### src/rtl/delay_pipe_pkg.sv
// rtl/delay_pipe_pkg.sv - shared types and helpers for delay_pipe_elastic
// Purpose: FSM state type, latency-select width function and lane slice helper.
// Ports: none (package).
package delay_pipe_pkg;

  typedef enum logic [0:0] {
    ST_RUN   = 1'b0,
    ST_DRAIN = 1'b1
  } state_e;

  // Width needed to encode latencies 0..max_latency inclusive.
  function automatic int lat_w(input int max_latency);
    return $clog2(max_latency + 1);
  endfunction

  // LSB position of lane `lane` in a packed multi-lane bus.
  function automatic int lane_lsb(input int lane, input int width);
    return lane * width;
  endfunction

endpackage

### src/rtl/delay_stage.sv
// rtl/delay_stage.sv - one {valid, data} stage of the elastic delay chain
// Purpose: holds one beat; loads on en, clr drops the valid (clr wins over en).
// Ports:
//   clk, rst          clock, asynchronous active-high reset
//   en, clr           shift enable, valid clear
//   d_vld, d_data     incoming beat
//   q_vld, q_data     stored beat
module delay_stage #(
  parameter int W = 32
) (
  input  logic         clk,
  input  logic         rst,
  input  logic         en,
  input  logic         clr,
  input  logic         d_vld,
  input  logic [W-1:0] d_data,
  output logic         q_vld,
  output logic [W-1:0] q_data
);

  logic         vld_d, vld_q;
  logic [W-1:0] data_d, data_q;

  always_comb begin
    vld_d  = vld_q;
    data_d = data_q;
    if (en) begin
      vld_d  = d_vld;
      data_d = d_data;
    end
    // Data is left alone on clear; only the valid tag matters.
    if (clr) begin
      vld_d = 1'b0;
    end
  end

  always_ff @(posedge clk or posedge rst) begin
    if (rst) begin
      vld_q  <= 1'b0;
      data_q <= '0;
    end else begin
      vld_q  <= vld_d;
      data_q <= data_d;
    end
  end

  assign q_vld  = vld_q;
  assign q_data = data_q;

endmodule

### src/rtl/delay_pipe_elastic.sv
// rtl/delay_pipe_elastic.sv - runtime-programmable multi-lane delay line with valid/ready
// Purpose: delays CHANNELS lanes by cur_lat stages (0 = combinational bypass),
//   stalls globally on back-pressure, drains before a latency change, supports flush.
// Ports:
//   clk, rst               clock, asynchronous active-high reset
//   cfg_lat, cfg_load      requested latency and its apply strobe
//   flush                  drop all in-flight beats
//   in_valid/in_ready/in_data     upstream beat
//   out_valid/out_ready/out_data  downstream beat
//   cur_lat                latency in force
//   busy                   draining before a latency change
module delay_pipe_elastic
  import delay_pipe_pkg::*;
#(
  parameter int CHANNELS    = 2,
  parameter int WIDTH       = 16,
  parameter int MAX_LATENCY = 8,
  parameter int LAT_W       = lat_w(MAX_LATENCY)
) (
  input  logic                      clk,
  input  logic                      rst,
  input  logic [LAT_W-1:0]          cfg_lat,
  input  logic                      cfg_load,
  input  logic                      flush,
  input  logic                      in_valid,
  output logic                      in_ready,
  input  logic [CHANNELS*WIDTH-1:0] in_data,
  output logic                      out_valid,
  input  logic                      out_ready,
  output logic [CHANNELS*WIDTH-1:0] out_data,
  output logic [LAT_W-1:0]          cur_lat,
  output logic                      busy
);

  localparam int               DW    = CHANNELS * WIDTH;
  localparam logic [LAT_W-1:0] MAX_L = LAT_W'(MAX_LATENCY);

  state_e           state_q, state_d;
  logic [LAT_W-1:0] cur_lat_q, cur_lat_d;
  logic [LAT_W-1:0] pend_q, pend_d;
  logic [LAT_W-1:0] cfg_lat_c;

  logic [MAX_LATENCY-1:0] s_vld;
  logic [MAX_LATENCY-1:0] s_clr;
  logic [DW-1:0]          s_data [MAX_LATENCY];

  logic          run, bypass, adv;
  logic          active_vld, tap_vld;
  logic [DW-1:0] tap_data;
  logic          lat_now, drain_done;

  assign run       = (state_q == ST_RUN);
  assign bypass    = (cur_lat_q == '0);
  assign cfg_lat_c = (cfg_lat > MAX_L) ? MAX_L : cfg_lat;

  // Output tap at stage cur_lat-1, and "any beat still in the active window".
  always_comb begin
    tap_vld    = 1'b0;
    tap_data   = '0;
    active_vld = 1'b0;
    for (int i = 0; i < MAX_LATENCY; i++) begin
      if (cur_lat_q == LAT_W'(i + 1)) begin
        tap_vld  = s_vld[i];
        tap_data = s_data[i];
      end
      if (LAT_W'(i) < cur_lat_q) begin
        active_vld = active_vld | s_vld[i];
      end
    end
  end

  // adv is computed from its sources directly so there is no loop through out_valid.
  assign adv      = bypass ? (!(in_valid & run) | out_ready) : (!tap_vld | out_ready);
  assign in_ready = bypass ? (out_ready & run) : (adv & run);

  always_comb begin
    out_valid = bypass ? (in_valid & run) : tap_vld;
    out_data  = in_data;
    if (!bypass) begin
      for (int k = 0; k < CHANNELS; k++) begin
        out_data[lane_lsb(k, WIDTH) +: WIDTH] =
          tap_vld ? tap_data[lane_lsb(k, WIDTH) +: WIDTH] : '0;
      end
    end
  end

  // Immediate latency change on an empty window; only stages beyond the old
  // window are cleared so a beat entering s[0] this cycle survives (at old
  // latency 0 that beat already left through the bypass, so it is cleared).
  assign lat_now    = run & cfg_load & !flush & (cfg_lat_c != cur_lat_q) & !active_vld;
  assign drain_done = !run & !flush & !active_vld;

  for (genvar i = 0; i < MAX_LATENCY; i++) begin : g_stage
    logic          d_vld_i;
    logic [DW-1:0] d_data_i;
    if (i == 0) begin : g_head
      assign d_vld_i  = in_valid & in_ready;
      assign d_data_i = in_data;
    end else begin : g_link
      assign d_vld_i  = s_vld[i-1];
      assign d_data_i = s_data[i-1];
    end
    assign s_clr[i] = flush | drain_done | (lat_now & (LAT_W'(i) >= cur_lat_q));

    delay_stage #(.W(DW)) u_stage (
      .clk   (clk),
      .rst   (rst),
      .en    (adv),
      .clr   (s_clr[i]),
      .d_vld (d_vld_i),
      .d_data(d_data_i),
      .q_vld (s_vld[i]),
      .q_data(s_data[i])
    );
  end

  always_comb begin
    state_d   = state_q;
    cur_lat_d = cur_lat_q;
    pend_d    = pend_q;
    if (flush) begin
      state_d = ST_RUN;
      if (!run) begin
        cur_lat_d = pend_q;
      end
    end else if (run) begin
      if (cfg_load && (cfg_lat_c != cur_lat_q)) begin
        if (active_vld) begin
          state_d = ST_DRAIN;
          pend_d  = cfg_lat_c;
        end else begin
          cur_lat_d = cfg_lat_c;
        end
      end
    end else begin
      if (cfg_load) begin
        pend_d = cfg_lat_c;
      end
      if (!active_vld) begin
        state_d   = ST_RUN;
        cur_lat_d = cfg_load ? cfg_lat_c : pend_q;
      end
    end
  end

  always_ff @(posedge clk or posedge rst) begin
    if (rst) begin
      state_q   <= ST_RUN;
      cur_lat_q <= MAX_L;
      pend_q    <= MAX_L;
    end else begin
      state_q   <= state_d;
      cur_lat_q <= cur_lat_d;
      pend_q    <= pend_d;
    end
  end

  assign cur_lat = cur_lat_q;
  assign busy    = (state_q == ST_DRAIN);

endmodule

### config.mk
export PLATFORM = sky130hd
export DESIGN_NAME = delay_pipe_elastic
export DESIGN_NICKNAME = d
export VERILOG_FILES = /design/src/rtl/delay_pipe_pkg.sv /design/src/rtl/delay_stage.sv /design/src/rtl/delay_pipe_elastic.sv
export SDC_FILE = /design/constraint.sdc
export NUM_CORES = 1
export LEC_CHECK = 0
export BUFFER_PORTS_ARGS = -buffer_cell sky130_fd_sc_hd__buf_2
export CORE_AREA = 2 2 173 175
export CTS_BUF_LIST = sky130_fd_sc_hd__clkbuf_2
export CTS_CLUSTER_DIAMETER = 50
export DETAILED_ROUTE_END_ITERATION = 10
export DIE_AREA = 0 0 175 177
export PLACE_DENSITY = 0.66
export SYNTH_ARGS = -nofsm -noshare
export SYNTH_HDL_FRONTEND = slang
export SYNTH_SLANG_ARGS = --single-unit
### constraint.sdc
create_clock -name clk -period 13.75 [get_ports clk]
set_input_delay 2.0625 -clock clk [delete_from_list [all_inputs] [get_ports clk]]
set_output_delay 2.0625 -clock clk [all_outputs]
set_load 0.02 [all_outputs]
==> run summary, run 1 <==
The final routed DRC violation total is 0. The final weighted congestion in routability-driven placement is 0.777. In the layout the commonest cells are dfrtp_1, mux2_2, clkbuf_2, buf_2.

The library cell used most frequently in the layout, excluding fill and tap cells, is dfrtp_1. The endpoint kind of the worst setup timing path is an output port. The number of buffers inserted by port buffering is 80. The worst-case register-to-register setup slack came out at 8.22 ns.

The number of cell rows came out at 63. The final-report max-slew violation count came out at 0. The number of different library cells in the post-synthesis netlist came out at between 50 and 60. The area of the mapped netlist came out at 13000 um2. The worst hold path endpoint is g_stage[3].u_stage.q_data[19]. The number of buffers inserted during clock tree synthesis is a little over 70. In the finished design, the share of the clock period the worst path needs comes to 0.470. The iteration count of the initial detailed-routing pass is 5. The share of total power dissipated in the clock network is 0.163. The number of vias per cell after detailed routing came out at 5.51.

The filler cell count in the final layout came out at 2713. The cell count of the worst reg-to-reg path came out at 7. Walking the worst path, the cells encountered are clkinv_1 -> o221a_1 -> o21ai_2 -> nand2_1 -> buf_4 -> a22o_1 -> buf_2. The relative slew slack came out at 0.170. The maximum VDD drop is 0.000120 V.

The number of hold buffers added after CTS was 0. The die extent in x came out at roughly 180 um. The master of the slowest instance on the critical path is dfrtp_1. The required time reported for the critical path endpoint came out at 11.69 ns. STA classifies the critical path startpoint as a flop. The total wire length after detailed routing is between 20 and 30 mm. In this run the worst path has a maximum fanout of 20. The cell family contributing the most delay on the critical path is buffers and inverters.

The startpoint identified for the worst hold timing path is g_stage[2].u_stage.q_data[19]. After clock tree synthesis, the clock-pin slew on the worst setup and hold paths is approximately 0.10 ns. In this run the critical register-to-register path is captured at g_stage[2].u_stage.q_data[16]. The top-area cell type share of the netlist area is 0.522. The largest net degree at the start of global routing came out at around 180. The I/O pin total came out at 81.

Counting along the longest clock path gives a buffer depth of 3. The tightest min-delay check is of the reg -> reg type. The worst path arrival time is 4.40 ns. For this run the aggregate overflow at the end of global routing stands at 0.

Sorting the synthesized cells by area gives the leading types as dfrtp_1, mux2_2, mux2_4. The sequential power share is 0.417. In this run, placement finished with an instance count of 1469.

In this run the remaining antenna-violating nets after routing total 0. The number of sinks driven by the clock tree is 273. The area added between synthesis and finish is 9.99%. The flow ran to the end, and the final reports show no timing, DRC or antenna violations.

The number of enable-type register cells in the synthesized netlist is 0. The post-layout utilization of the core came out at 0.489. Counting every instance in the synthesized netlist gives 1066. Based on the critical path, the design can be clocked at up to 0.155 GHz. The transition time at the pin with the least slew margin came out at 1.24 ns. The clock tree from TritonCTS is done. The post-synthesis net count is around 1100. The final critical path time including I/O delays and setup came out at 6.47 ns. The number of global-route vias before repair was approximately 9000. The largest single stage delay on the critical path is roughly 0.80 ns.

Of the cells placed in the final design, the portion with a size suffix greater than 1 is 0.403. The total routing usage reported by global routing is 0.197. The total via count in the routed design came out at 8780. The post-synthesis register bit count is 273. The placeable core region came out at 29200 um2. The portion of the post-synthesis area used by sequential elements came out at 0.526. The final worst slack came out at 7.28 ns. The first-pass GRT wire length is 48.4 mm. For the worst-skew pair, the clock arrives at the later sink with an insertion delay of 0.82 ns. Prior to clock tree synthesis, the placed netlist has a worst setup slack of 8.10 ns. The number of cells upsized or downsized after cts came out at 0. Averaged over all synthesized cells, the footprint is around 12 um2. The proportion of synthesized flip-flops having asynchronous set or reset came out at 1.00.

The clock arrives with 0.0535 ns of skew. The initial cell density of the core is 0.444. The cell area power density came out at 244 nW/um2. Counting instances, the worst hold path has a depth of 1. In the synthesized netlist the dominant register cell turns out to be dfrtp_1. The number of setup violations in the final report came out at 0.

The number of max-capacitance violations reported is 0. The switching part of the total came out at 0.393. The combinational fraction of design power came out at 0.420. The number of post-CTS setup repair buffers came out at 0.

The y dimension of the die is 177 um. The launch point of the worst reg-to-reg path is cur_lat[0]. The final non-filler cell total came out at roughly 1600. The cell-internal power came out at 0.00211 W. In the final routed layout, each cell accounts on average for 18.7 um. The final number of hold-violating endpoints is 0. The switching power of the nets is 0.00137 W. dfrtp_1 takes more of the synthesized area than any other cell. The net count reported at finish is 1195. The number of antenna violations at the first check in global routing came out at 1. Adding up every negative setup slack in the final design gives 0 ns. The half-perimeter wire length after placement came out at 16.4 mm. The worst setup path is of the reg -> out kind.

The critical path crosses 7 cells after its start point. The area of the die came out at about 31000 um2. Yosys printed 0 warnings. Clock tree synthesis selected as its root buffer the cell clkbuf_2.

The count of buffer and inverter cells on the critical path came out at 3. The H-tree was split into 3 levels. Setup repair after global routing left no endpoint under its margin. The DRC violation total after the first TritonRoute iteration is a little over 500. In this run the static leakage power is 6.23 nW.
-- power by group through the flow --
stage	clock, W	sequential [W]	combinational (W)
3_3_place_gp	0	0.00144	0.00144
5_1_grt	0.000634	0.00151	0.00159
4_1_cts	0.000591	0.00145	0.00147
3_5_place_dp	0	0.00146	0.00147
2_1_floorplan	0	0.00137	0.00117
6_report	0.000569	0.00145	0.00146
-- final cells by class --
class                      count  area [um2]  area share
timing repair buffer          95         526      0.0368
antenna                        1        2.50    0.000175
tap                          390         488      0.0341
sequential                   273        6840       0.478
multi-input combinational    703        5750       0.402
inverter                       8        37.5     0.00263
clock buffer                 105         526      0.0368
clock inverter                18         126     0.00884
-- stage by stage --
step	area [um2]	power (W)	hold slack (ns)
after floorplan	13000	0.00254	0.477
after global placement	13600	0.00288	0.487
after detailed placement	13600	0.00293	0.493
after CTS	14300	0.00351	0.506
after global routing	14300	0.00373	0.526
final	14300	0.00348	0.494
-- sequential cells by signal, summed over array words and instances, names as in the netlist --
register / flops
g_stage.u_stage.q_data: 256
g_stage.u_stage.q_vld: 8
cur_lat: 4
pend_q: 4
busy: 1
-- worst max path at each step --
stage | endpoint | slack, ns | from
3_3_place_gp | out_data[31] | 8.19 | cur_lat[0]
5_1_grt | out_data[31] | 7.02 | cur_lat[0]
4_1_cts | out_data[31] | 7.15 | cur_lat[0]
2_1_floorplan | busy | 4.17 | rst
3_5_place_dp | out_data[31] | 8.10 | cur_lat[0]
6_report | out_data[31] | 7.28 | cur_lat[0]
-- cells in the mapped netlist (all sizes together), types with 2 or more instances --
cell	n
mux2	262
a22oi	32
o21a	2
dfstp	2
nor3	67
nand3	2
inv	7
dfrtp	271
buf	43
mux2i	13
o221a	2
o22ai	33
a32oi	2
nand2b	4
nor2	72
a311oi	3
a211oi	4
or2	3
clkbuf	39
nor2b	7
o21ai	36
nand2	38
a31oi	3
a2111oi	2
a22o	32
a21oi	69
-- metal layers --
layer / track usage / up-vias / routed length [um] / part of all wire
met3: 0.0339 / 58 / 1230 / 0.041
li1: - / 4123 / - / -
met1: 0.267 / 4391 / 13600 / 0.46
met2: 0.319 / 208 / 14100 / 0.48
met4: 0.0733 / 0 / 728 / 0.024
met5: 0 / - / 0 / 0
-- logic make-up (layout without fill, tap and decap cells) --
family | after synthesis | in the layout | share of synthesized area
mux | 275 | 275 | 0.256
simple gates | 199 | 199 | 0.0690
other cells | 0 | 1 | 0
compound gates | 229 | 229 | 0.115
buf+inv | 90 | 226 | 0.0338
flops | 273 | 273 | 0.526
-- worst register-to-register path, stage by stage, from the launching register on --
cell     delay, ns
dfrtp_1       0.65
or2_1         0.60
nor2_4        0.94
nand2_1       0.28
a31oi_4       0.49
buf_12        0.70
buf_4         1.23
mux2_2        0.49
Power figures use the tool's default switching activity.
==> inputs of run 2 (changes only) <==
- ABC_AREA: default -> 1
- CORE_AREA: 2 2 173 175 -> 2 2 172 174
- DIE_AREA: 0 0 175 177 -> 0 0 174 176
- PLACE_DENSITY: 0.66 -> 0.68
- clock period: 13.75 -> 5.2 ns (I/O delays scaled with it)
==> run summary, run 2 <==
The total negative slack for setup checks is 0 ns. The insertion delay of the later-clocked pin in the worst-skew pair came out at approximately 0.83 ns. The number of antenna violations at the first check in global routing came to 2. Detailed routing inserted a total of 10729 vias.

Once placement completed, the tool counted placed cells totaling 1950. The number of sinks driven by the clock tree is 273. At the worst endpoint, the required time is 4.42 ns.

The number of global-route vias before repair is 10504. Derived from the worst setup path, the maximum achievable clock frequency is 0.232 GHz. The number of cells upsized or downsized after cts came out at 0. The placeable core region is roughly 29000 um2.

For this design the top-level I/O count stands at 81. The floorplan has 62 rows. The number of setup violations in the final report is 0. The post-synthesis register bit count came out at 273.

For this run, the register share of the synthesized area comes to 0.537. The worst-case register-to-register setup slack came out at 2.14 ns. The area occupied by registers is 6830 um2. The final layout contains 1682 nets.

By count the netlist is led by nand2_1, dfrtp_1, o21ai_0. Yosys mapped a number of flops with a built-in enable equal to 0. In the layout the commonest cells are nand2_1, dfrtp_1, o21ai_0, inv_1, o21ai_1. In the routed design, unresolved DRC markers number 0. At the end of routability-driven placement, the weighted congestion stood at just over 0.8. Once layout is complete, the cells apart from fillers number 2067. Max-cap violations in this run came to 0. The largest net degree at the start of global routing is 158. The leakage component of the power is 6.84 nW. In the final routed layout, each cell accounts on average for roughly 15 um.

The type of origin of the critical path is a flop. The share of post-route cells with drive strength above 1 is 0.132. The H-tree depth is 3. The die extent in x came out at 174 um. The number of warnings printed during yosys synthesis came out at 0. The maximum count of clock buffers along a single path is 3. The iteration count of the initial detailed-routing pass is 7. Summing all multi-input logic gate instances after layout gives 4660 um2. The proportion of synthesized flip-flops having asynchronous set or reset is 1.00. After detailed placement, the total cell area comes to 13200 um2. The wire-length estimate of the detail-placed layout is 17.9 mm. In this run the clock root is driven by a clkbuf_2. The library cell with the largest summed area after synthesis is dfrtp_1. The area added between synthesis and finish came out at 8.65%. The capture point of the worst reg-to-reg path is g_stage[5].u_stage.q_data[17].

The synthesized area divided by synthesized cell count came out at 8.10 um2. The number of different library cells in the post-synthesis netlist came out at 30. Dividing the final minimum period by the clock period gives 0.828.

Setup repair after global routing left no endpoint under its margin. The number of setup buffers added after CTS is 0. In this run the worst path has a maximum fanout of 19. The flip-flop count of the largest register, all copies and words added came out at about 260. The number of instances in the synthesized netlist is 1570. The library cell used most frequently in the layout, excluding fill and tap cells, is nand2_1. Across the routed clock network, the largest skew measured is 0.0612 ns. The worst hold path belongs to the class in -> async. The maximum VDD drop is 0.000247 V. The top-area cell type share of the netlist area came out at 0.533. STA puts the critical path data arrival time at ~3.5 ns. The first global-routing pass estimated 52.6 mm of wire. The launch point of the worst reg-to-reg path is cur_lat[2].

The DRC violation total after the first TritonRoute iteration came out at 940. The total wire length after detailed routing is 31.0 mm. The final number of hold-violating endpoints is 0. nand2_1 is the most common cell in the netlist. The relative slew slack came out at 0.324. Using the TritonRoute via totals, the vias-per-cell ratio works out to between 5 and 6. The post-CTS clock slew at the launch and capture registers of the worst setup and hold paths is 0.09 ns.

The routed design could run at a clock period as short as 4.30 ns. The area of the die is 30600 um2. STA classifies the critical path endpoint as an output port. TritonCTS built the clock tree.

The die is 176 um tall. The number of buffers inserted by port buffering came out at 80. The area of the mapped netlist came out at 12700 um2. Power spread over the standard cell area amounts to 611 nW/um2. The remaining number of nets flagged by the antenna check after routing is 0. Counting every net in the synthesized netlist gives ~1600. The worst register-to-register path has a depth of 11. The startpoint-to-endpoint class of the critical path is reg -> out. The transition time at the pin with the least slew margin came out at 1.01 ns. The final-report max-slew violation count is 0. Fill cells in the final layout number 2896. The cell area after layout came out at roughly 14000 um2. The total routing usage reported by global routing is 0.209.

Yosys attributes the largest share of cell area to dfrtp_1, nand2_1, o21ai_0. The number of hold buffers added after CTS was 0. The global-route congestion overflow total came out at 0. In the synthesized netlist the dominant register cell turns out to be dfrtp_1. The flow ran to the end, and the final reports show no timing, DRC or antenna violations. The initial cell density of the core came out at 0.446. The number of clock buffers added by TritonCTS is 72.
-- run 2: layout make-up --
| class | count | share of cell area |
|---|---|---|
| timing repair buffer | 93 | 0.0406 |
| clock inverter | 12 | 0.00525 |
| sequential | 273 | 0.494 |
| multi-input combinational | 1017 | 0.337 |
| tap | 384 | 0.0348 |
| clock buffer | 104 | 0.0377 |
| inverter | 183 | 0.0503 |
| antenna | 1 | 0.000181 |
-- run 2: cell families (layout without fill, tap and decap cells) --
| group | after synthesis | after routing | synth area share |
|---|---|---|---|
| AO/OA/AOI/OAI | 540 | 540 | 0.216 |
| XOR/XNOR | 1 | 1 | 0.000689 |
| buffers and inverters | 280 | 392 | 0.0986 |
| flip-flops | 273 | 273 | 0.537 |
| other | 0 | 1 | 0 |
| AND/OR/NAND/NOR | 476 | 476 | 0.147 |
-- run 2: per-layer routing --
| layer | vias up | share of wire | global-route usage |
|---|---|---|---|
| met3 | 62 | 0.054 | 0.0403 |
| li1 | 5285 | - | - |
| met1 | 5112 | 0.47 | 0.288 |
| met2 | 270 | 0.46 | 0.328 |
| met5 | - | 0 | 0 |
| met4 | 0 | 0.024 | 0.0809 |
-- run 2: where the power goes --
group	switching, W	leakage (nW)	internal, W	total (W)
Clock	0.000855	0.468	0.000572	0.00143
Combinational	0.00231	3.03	0.00106	0.00338
Sequential	0.000541	3.34	0.00311	0.00365
Total	0.00371	6.84	0.00474	0.00845
-- run 2: worst max-delay path, stage by stage (launching register included) --
cell      delay, ns
dfstp_2        0.67
nor2_4         0.09
nand2_1        0.10
clkinv_1       0.63
buf_4          0.49
a21oi_1        0.17
nand2_1        0.06
o21ai_0        0.10
nand3_1        0.10
nand2_1        0.08
nand2_1        0.08
buf_2          0.16
-- run 2: how the worst max path moves through the flow --
stage	from	end	slack, ns
after global routing	cur_lat[3]	out_data[30]	0.63
after detailed placement	cur_lat[3]	out_data[30]	1.67
after global placement	cur_lat[3]	out_data[30]	1.70
after CTS	cur_lat[3]	out_data[30]	0.76
after floorplan	rst	busy	0.81
final	cur_lat[3]	out_data[30]	0.90
-- run 2: per-stage QoR --
| stage | setup slack, ns | utilization | hold WS [ns] | total power, W |
|---|---|---|---|---|
| 3_3_place_gp | 1.70 | 0.463 | 0.458 | 0.00697 |
| 6_report | 0.896 | 0.484 | 0.123 | 0.00845 |
| 3_5_place_dp | 1.67 | 0.463 | 0.467 | 0.00708 |
| 4_1_cts | 0.758 | 0.484 | 0.111 | 0.00854 |
| 2_1_floorplan | 0.812 | - | 0.442 | 0.00617 |
| 5_1_grt | 0.632 | 0.484 | 0.138 | 0.00925 |
==> inputs of run 3 (changes only) <==
- ABC_AREA: 1 -> 0
- CORE_AREA: 2 2 172 174 -> 2 2 173 175
- DIE_AREA: 0 0 174 176 -> 0 0 175 177
- clock period: 5.2 -> 3.88 ns (I/O delays scaled with it)
==> run summary, run 3 (same netlist as run 1, synthesis figures left out) <==
The number of buffers inserted during clock tree synthesis came out at 75. Max-cap violations in this run came to 0. The sequential power share is 0.408. The cell area after placement came out at ~14000 um2. In this run the critical register-to-register path is launched from cur_lat[2]. The number of global-route vias before repair came out at 9573.

The library cell used most frequently in the layout, excluding fill and tap cells, is dfrtp_1. The timing-limited maximum frequency is 0.268 GHz. For this block, the routed nets add up to 31.5 mm of wire. The setup check on the worst reg-to-reg path leaves a slack of around 0.9 ns. The detailed router finished its first iteration with 475 violations. The critical path in this run is classified as reg -> out.

The net count reported at finish is ~1200. The maximum count of clock buffers along a single path came out at 3. The highest net fanout along the worst path is 35. TritonCTS built the clock tree. Summed over all layers, the global routing overflow is 0. The cell-internal power is ~0.0076 W. The first-pass GRT wire length is 51.2 mm.

Leaving out fill and tap cells, the most frequent cells in the layout are dfrtp_1, mux2_2, clkbuf_2, buf_2. The final critical path time including I/O delays and setup is 3.73 ns. The leakage component of the power is 6.50 nW. The clock drives 273 sinks. The final number of hold-violating endpoints was 0. During I/O placement, the number of pins put on the boundary was between 80 and 90. The iteration count of the initial detailed-routing pass is 5. The relative slew slack came out at 0.410. The endpoint identified for the worst register-to-register timing path is g_stage[5].u_stage.q_data[14]. At the later pin of the worst-skew pair, clock insertion delay measures 0.88 ns. The placeable core region came out at 29200 um2. The total via count in the routed design came out at 9149. The cell area after layout came out at 14900 um2. The path category of the worst min-delay check is in -> reg. The final weighted congestion in routability-driven placement came out at 0.813. The remaining number of nets flagged by the antenna check after routing is 0. The filler cell count in the final layout came out at 2585. The transition time at the pin with the least slew margin is 0.883 ns. The area added between synthesis and finish is 14.7%. The fraction of power consumed by the clock network came out at 0.163. The final routed DRC violation total is 0. Measured on the finished design, the core utilization comes to 0.510.

The number of vias per cell after detailed routing came out at 5.54. The cell sitting at the root of the clock tree is a clkbuf_2. The die covers 31000 um2. The setup skew after layout came out at 0.0869 ns.

STA puts the critical path data arrival time at 3.14 ns. The total routing usage reported by global routing came out at 0.209. The worst setup path is captured at an output port.

For this configuration, the core starts out at a cell density of 0.444. In this run the power density over the cells is 847 nW/um2. The register with the most flip-flops in the layout has 256 of them. In this run the core area contains 63 standard-cell rows. The die extent in x is 175 um. The number of antenna violations at the first check in global routing came out at 1. The cell count after placement came out at 1485. The number of buffers inserted by port buffering came out at 80.

The H-tree depth is 3. The required time reported for the critical path endpoint is approximately 3.3 ns. The y dimension of the die is 177 um. The flow ran to the end, and the final reports show no timing, DRC or antenna violations.

The most critical setup path has its endpoint at in_ready. The switching power of the nets came out at 0.00501 W. Setup repair after global routing left no endpoint under its margin. The switching part of the total came out at 0.397.

The final-report max-slew violation count was 0. The half-perimeter wire length after placement is 18.2 mm. STA classifies the critical path startpoint as a flop. Of the total power, combinational logic draws 0.430.

The hold slack is 0.113 ns. Of the available clock period, the critical path in the final layout requires 0.961. For this run, the number of standard cells in the final layout without fillers is between 1500 and 2000. The cell count of the worst reg-to-reg path came out at 6. The post-CTS clock slew at the launch and capture registers of the worst setup and hold paths is 0.09 ns. The most critical setup path has its startpoint at cur_lat[0]. The share of post-route cells with drive strength above 1 came out at 0.408. Across the VDD grid, the largest voltage drop is 0.000362 V. The number of setup violations in the final report came out at 0.

The largest net degree at the start of global routing came out at 123. The final routed wire length divided by cell count came out at 19.1 um.
[run 3: per-stage QoR]
stage / TNS, ns / setup slack [ns] / total power [W]
floorplan: -83.95 / -0.310 / 0.00899
global placement: 0 / 0.604 / 0.0103
detailed placement: 0 / 0.574 / 0.0105
CTS: 0 / 0.00808 / 0.0127
global route: 0 / 0.000598 / 0.0135
finish: 0 / 0.153 / 0.0126
[run 3: cell type report]
class,instances,area (um2),area share
antenna,1,2.50,0.000168
clock buffer,109,546,0.0366
clock inverter,21,134,0.00898
inverter,8,33.8,0.00227
multi-input combinational,703,5770,0.387
sequential,273,6840,0.459
tap,390,488,0.0327
timing repair buffer,146,1100,0.0737
[run 3: critical path: stages, from the launching register on]
cell and delay (ns):
dfrtp_2 0.46, or2_1 0.29, buf_6 0.25, o221a_1 0.30, o21ai_4 0.22, nand2_1 0.12
buf_6 0.20, o21ba_2 0.23, nor2_1 0.08, buf_2 0.17
[run 3: how the worst min path moves through the flow]
stage                                  from                           end  slack (ns)  cells past startpoint
2_1_floorplan                     pend_q[2]                     pend_q[2]        0.48                      1
3_3_place_gp                      pend_q[2]                     pend_q[2]        0.49                      1
3_5_place_dp   g_stage[7].u_stage.q_data[3]  g_stage[7].u_stage.q_data[3]        0.49                      1
4_1_cts                          cfg_lat[3]                     pend_q[3]        0.04                      2
5_1_grt                          cfg_lat[3]                     pend_q[3]        0.06                      2
6_report                         cfg_lat[3]                     pend_q[3]        0.11                      2
[run 3: power groups by stage]
stage	Sequential [W]	Clock [W]	Combinational, W
2_1_floorplan	0.00485	0	0.00414
3_3_place_gp	0.00513	0	0.00518
3_5_place_dp	0.00517	0	0.00529
4_1_cts	0.00513	0.00213	0.00541
5_1_grt	0.00533	0.00229	0.00588
6_report	0.00515	0.00205	0.00543
[run 3: timing repair]
action | CTS | global route
hold endpoints to repair | 63 | 0
pin swaps | 0 | 1
endpoints found under the setup margin | 33 | 27
hold buffers | 33 | 0
resized for setup | 8 | 5
gates cloned | 1 | 0
setup buffers | 0 | 1
[run 3: layer usage]
| layer | part of all wire | wire length [um] | GRT usage | vias up |
|---|---|---|---|---|
| li1 | - | - | - | 4217 |
| met1 | 0.44 | 13900 | 0.268 | 4615 |
| met2 | 0.48 | 15200 | 0.350 | 249 |
| met3 | 0.050 | 1560 | 0.0406 | 68 |
| met4 | 0.027 | 854 | 0.0819 | 0 |
| met5 | 0 | 0 | 0 | - |
